## config.mk

```make
export PLATFORM = sky130hd
export DESIGN_NAME = maxnet_engine
export DESIGN_NICKNAME = d
export VERILOG_FILES = /design/src/rtl/maxnet_engine.sv
export SDC_FILE = /design/constraint.sdc
export NUM_CORES = 1
export LEC_CHECK = 0
export ABC_AREA = 1
export CAP_MARGIN = 10
export CORE_MARGIN = 1
export CORE_UTILIZATION = 30
export CTS_CLUSTER_DIAMETER = 150
export CTS_CLUSTER_SIZE = 25
export DETAILED_ROUTE_END_ITERATION = 8
export GPL_ROUTABILITY_DRIVEN = 0
export PLACE_DENSITY = 0.51
export SLEW_MARGIN = 30
export SYNTH_ARGS = -nofsm -noshare
export SYNTH_HDL_FRONTEND = slang
export SYNTH_SLANG_ARGS = --single-unit
```

## constraint.sdc

```tcl
create_clock -name clk -period 3.75 [get_ports clk]
set_input_delay 0.75 -clock clk [delete_from_list [all_inputs] [get_ports clk]]
set_output_delay 0.75 -clock clk [all_outputs]
set_load 0.03 [all_outputs]
```

## src/rtl/maxnet_engine.sv

```systemverilog
// Winner-take-all (MaxNet) iteration engine: serial summation, parallel lateral inhibition.
// Optional MAXNET_TIE_BREAK_EN: report the lowest surviving lane when an update zeroes every lane.
module maxnet_engine #(
  parameter int unsigned N         = 4,
  parameter int unsigned WIDTH     = 8,
  parameter int unsigned EPS_SHIFT = 2,
  parameter int unsigned MAX_ITER  = 16,
  parameter int unsigned ITER_W    = 8
) (
  input  logic                   clk,
  input  logic                   rst,
  input  logic                   start,
  input  logic [N*WIDTH-1:0]     act_in,
  output logic                   busy,
  output logic                   done,
  output logic                   winner_valid,
  output logic [$clog2(N)-1:0]   winner_idx,
  output logic [WIDTH-1:0]       winner_value,
  output logic [ITER_W-1:0]      iter_count,
  output logic                   timeout
);

  localparam int unsigned IDX_W = $clog2(N);
  localparam int unsigned ACC_W = WIDTH + $clog2(N);
  localparam int unsigned NZ_W  = $clog2(N + 1);

  localparam logic [IDX_W-1:0]  LastK   = IDX_W'(N - 1);
  localparam logic [ITER_W-1:0] IterMax = ITER_W'(MAX_ITER);

  typedef enum logic [2:0] {
    StIdle, StLoad, StCheck, StSum, StUpdate, StDone
  } state_e;

  state_e           state_q;
  logic [WIDTH-1:0] lane_q [N];
  logic [ACC_W-1:0] acc_q;
  logic [IDX_W-1:0] k_q;

  logic [NZ_W-1:0]  nz;
  logic [IDX_W-1:0] nz_idx;
  logic [WIDTH-1:0] nz_val;
  logic [ACC_W-1:0] inh [N];
  logic [WIDTH-1:0] lane_upd [N];

  // Lowest-index non-zero lane falls out of a descending scan (last hit wins).
  always_comb begin
    nz     = '0;
    nz_idx = '0;
    nz_val = '0;
    for (int i = N - 1; i >= 0; i--) begin
      if (lane_q[i] != '0) begin
        nz     = nz + 1'b1;
        nz_idx = IDX_W'(i);
        nz_val = lane_q[i];
      end
    end
  end

  always_comb begin
    for (int i = 0; i < N; i++) begin
      inh[i]      = (acc_q - ACC_W'(lane_q[i])) >> EPS_SHIFT;
      lane_upd[i] = (ACC_W'(lane_q[i]) > inh[i]) ? lane_q[i] - inh[i][WIDTH-1:0] : '0;
    end
  end

`ifdef MAXNET_TIE_BREAK_EN
  logic [WIDTH-1:0] snap_q [N];
  logic             snap_any;
  logic [IDX_W-1:0] snap_idx;
  logic [WIDTH-1:0] snap_val;

  always_comb begin
    snap_any = 1'b0;
    snap_idx = '0;
    snap_val = '0;
    for (int i = N - 1; i >= 0; i--) begin
      if (snap_q[i] != '0) begin
        snap_any = 1'b1;
        snap_idx = IDX_W'(i);
        snap_val = snap_q[i];
      end
    end
  end

  always_ff @(posedge clk or posedge rst) begin
    if (rst) begin
      for (int i = 0; i < N; i++) snap_q[i] <= '0;
    end else if (state_q == StLoad) begin
      for (int i = 0; i < N; i++) snap_q[i] <= '0;
    end else if (state_q == StUpdate) begin
      for (int i = 0; i < N; i++) snap_q[i] <= lane_q[i];
    end
  end
`endif

  always_ff @(posedge clk or posedge rst) begin
    if (rst) begin
      state_q      <= StIdle;
      for (int i = 0; i < N; i++) lane_q[i] <= '0;
      acc_q        <= '0;
      k_q          <= '0;
      busy         <= 1'b0;
      done         <= 1'b0;
      winner_valid <= 1'b0;
      winner_idx   <= '0;
      winner_value <= '0;
      iter_count   <= '0;
      timeout      <= 1'b0;
    end else begin
      done <= 1'b0;
      unique case (state_q)
        StIdle: begin
          if (start) begin
            state_q <= StLoad;
            busy    <= 1'b1;
          end
        end
        StLoad: begin
          for (int i = 0; i < N; i++) lane_q[i] <= act_in[i*WIDTH +: WIDTH];
          iter_count   <= '0;
          timeout      <= 1'b0;
          winner_valid <= 1'b0;
          winner_idx   <= '0;
          winner_value <= '0;
          state_q      <= StCheck;
        end
        StCheck: begin
          if (nz <= NZ_W'(1)) begin
            if (nz == NZ_W'(1)) begin
              winner_valid <= 1'b1;
              winner_idx   <= nz_idx;
              winner_value <= nz_val;
            end
`ifdef MAXNET_TIE_BREAK_EN
            else if (snap_any) begin
              winner_valid <= 1'b1;
              winner_idx   <= snap_idx;
              winner_value <= snap_val;
            end
`endif
            done    <= 1'b1;
            state_q <= StDone;
          end else if (iter_count == IterMax) begin
            timeout <= 1'b1;
            done    <= 1'b1;
            state_q <= StDone;
          end else begin
            acc_q   <= '0;
            k_q     <= '0;
            state_q <= StSum;
          end
        end
        StSum: begin
          acc_q <= acc_q + ACC_W'(lane_q[k_q]);
          if (k_q == LastK) begin
            state_q <= StUpdate;
          end else begin
            k_q <= k_q + 1'b1;
          end
        end
        StUpdate: begin
          for (int i = 0; i < N; i++) lane_q[i] <= lane_upd[i];
          iter_count <= iter_count + 1'b1;
          state_q    <= StCheck;
        end
        StDone: begin
          busy    <= 1'b0;
          state_q <= StIdle;
        end
        default: state_q <= StIdle;
      endcase
    end
  end

endmodule

```

==> summary.txt <==
Layout
  • N_diodes: 0
  • NumNets Final: 1203
  • Layout fillers: 2419
  • Share of layout cells above drive strength 1: 4.67%
  • Layout area overhead: 17.3%

GRT
  • Initial antenna violation count: 0
  • Tot GR Track Use: 18.7%
  • Overflow after GRT: 0
  • Largest net degree at the start of global routing: 44
  • First-pass GRT wire length: 34300 µm
  • Number of global-route vias before repair: 6465

CTS
  • Cts bufs inserted: 9
  • Root Buffer: clkbuf_16
  • Clock Sinks: 69
  • Number of setup buffers added after CTS: 0
  • Later-pin clock latency in the skew report: 360 ps
  • Resized Gates After CTS: 0
  • TritonCTS clock tree: yes
  • Clock slew at reported path FFs: 70 ps
  • # hold bufs at CTS: 0
  • H-tree depth: 3
  • CTS Buffer Depth: 2

Logic synthesis
  • Dominant synthesized flop cell: dfrtp_1
  • XOR/XNOR Fraction of Synth Area: 5.72%
  • Area leader, netlist: dfrtp_1
  • Most frequent cells after synthesis: nand2_1 (282), inv_1 (123), nor2_1 (102)
  • Synth unique cells: 43
  • Mux contribution to synthesized area: 0%
  • Largest family of logic cells by synthesized area: simple AND/OR/NAND/NOR gates
  • Mapped Cells: 1031
  • Seq cells post-synth: 69
  • Top post-synthesis cells by area: dfrtp_1 (25%), nand2_1 (15%), ha_1 (14%), a21oi_1 (7.0%), inv_1 (6.7%)
  • Syn avg cell area: 6.69 µm²
  • Synth Area in Adders: 15.2%
  • Warnings from Yosys: 0
  • Synth Area in Compound Gates: 15.5%
  • Post-synth ARST share: 100%
  • Simple logic cell fraction of the synthesized area: 30.0%
  • EDFF count, synth: 0
  • Post-Syn Area: 6890 µm²
  • Synth top area share: 25.0%
  • Sequential share of the synthesized area: 25.0%
  • Syn_nets: 1147
  • Top-count cell post-synth: nand2_1

Hold path
  • Hold Path Class: reg -> reg
  • WHS Path Cells: 2
  • Hold Path End: winner_idx[1]
  • Beginning of the worst hold path: winner_idx[1]

Floorplanning
  • Chip height: 154 µm
  • FP Rows: 55
  • Die width: 154 µm
  • Initial Util: 30.5%
  • Core ar.: 22600 µm²
  • Full die area: 23600 µm²
  • I/O pins: 57

STA
  • RSZ-0062 raised after global routing: no
  • Achievable clock frequency: 0.301 GHz
  • Skew final: 10.6 ps
  • Final-report hold violation count: 0
  • Slew Limit Fails: 0
  • Measured slew at the worst slew-check pin: 810 ps
  • Worst rel slew slack: 45.9%
  • Min Tclk post-route: 3330 ps
  • Count of final setup violators: 0
  • Crit share post-route: 88.7%
  • Setup TNS: 0 ps

Routing
  • Post-route DRC: 1
  • Met3 wire length: 594 µm
  • M1 WL: 10700 µm
  • Met2 WL: 9500 µm
  • Post-DRT Antenna Nets: 0
  • DR vias: 6693
  • DR WL/cell: 15.4 µm
  • Top Layer Used: met4
  • Final wirelength: 21200 µm
  • Vias/cell: 4.86
  • DRT iter0 DRCs: 409
  • Pre-antenna DRT Iters: 7

Job
  • Max-cap viol count: 0

Critical path
  • CP Launch Type: register
  • Setup CP Type: reg -> reg
  • Critical Path RT: 4040 ps
  • Worst r2r path cells: 15
  • CP Capture Type: register
  • Crit path max fanout: 8
  • Crit Reg-Reg Endpoint: lane_q[27]
  • Critical R2R Launch: lane_q[25]
  • Reg-to-reg slack, setup: 420 ps
  • Critical Path AT: 3610 ps

Outcome
  • Status: complete, but fails checks
  • Failing checks: DRC

Place
  • Hpwl dp: 16300 µm
  • Port bufs: 56
logic make-up after synthesis:
kind of cell    count (synthesis)
compound gates                197
xor+xnor                       45
fa+ha+maj                      81
buf+inv                       150
flops                          69
simple gates                  489
worst max path at each step:
stage / startpoint / endpoint / slack, ps / cells past startpoint
finish: lane_q[25] / lane_q[27] / 420 / 15
global route: lane_q[25] / lane_q[29] / 70 / 18
CTS: lane_q[25] / lane_q[27] / 450 / 15
detailed placement: lane_q[25] / lane_q[27] / 450 / 15
global placement: lane_q[25] / lane_q[27] / 470 / 15
floorplan: lane_q[25] / lane_q[27] / 980 / 15
cells in the final DEF, fill, tap and decap left out, types with 2 or more instances in the layout:
master,n
nand2_1,282
inv_1,122
nor2_1,102
a21oi_1,97
ha_1,76
dfrtp_1,69
o21ai_0,67
clkdlybuf4s50_1,56
nand3_1,53
xnor2_1,29
nand4_1,18
xor2_1,16
buf_4,10
clkbuf_16,9
or2_2,8
a22oi_1,7
o21a_1,6
o21bai_1,5
o211ai_1,5
fa_1,5
nand2_2,4
inv_2,4
nand3b_1,4
nor4_1,4
nor2_4,3
nor3_1,3
inv_6,3
nor2_2,2
nand3_2,2
clkinv_1,2
o22ai_1,2
a21o_1,2
clkinv_4,2
area by class of cell:
type                            instances  area (µm²)  share of cell area (%)
Timing Repair Buffer                   67         656                    8.11
Clock inverter                          7        62.6                   0.774
Clock buffer                            9         225                    2.79
Tap cell                              285         357                    4.41
Multi-Input combinational cell        812        4580                    56.6
Sequential cell                        69        1730                    21.4
Inverter                              128         480                    5.94
worst max-delay path, stage by stage (launching register included):
cell,delay [ps]
dfrtp_1,420
inv_1,180
ha_1,260
o21ai_0,70
nand2_1,110
nand2_1,70
nand2_1,80
or2_2,280
nand2_1,100
inv_1,70
fa_1,430
nor2_1,170
o21ai_0,100
a22oi_1,570
o211ai_1,180
a21oi_1,170
stage by stage:
| stage | area (µm²) | hold slack, ps | setup WS [ps] | util, % | cells |
|---|---|---|---|---|---|
| 2_1_floorplan | 6890 | 494 | 984 | - | 1031 |
| 3_3_place_gp | 7800 | 466 | 471 | 34.5 | 1361 |
| 3_5_place_dp | 7800 | 465 | 446 | 34.5 | 1361 |
| 4_1_cts | 8090 | 479 | 449 | 35.8 | 1377 |
| 5_1_grt | 8090 | 509 | 69.3 | 35.8 | 1377 |
| 6_report | 8090 | 474 | 423 | 35.8 | 1377 |
flip-flops by register name, indices dropped and copies added, names as in the netlist:
name          count
done              1
winner_value      8
winner_idx        2
state_q           3
acc_q            10
winner_valid      1
timeout           1
iter_count        8
busy              1
k_q               2
lane_q           32
per-layer routing:
metal / vias up / track usage [%]
met1: 3092 / 25.6
met5: - / 0
li1: 3484 / -
met4: 0 / 5.57
met3: 25 / 2.37
met2: 92 / 30.5
Power is not shown: default switching activity piles up to over one toggle a cycle in this logic, so the estimate is an artifact.
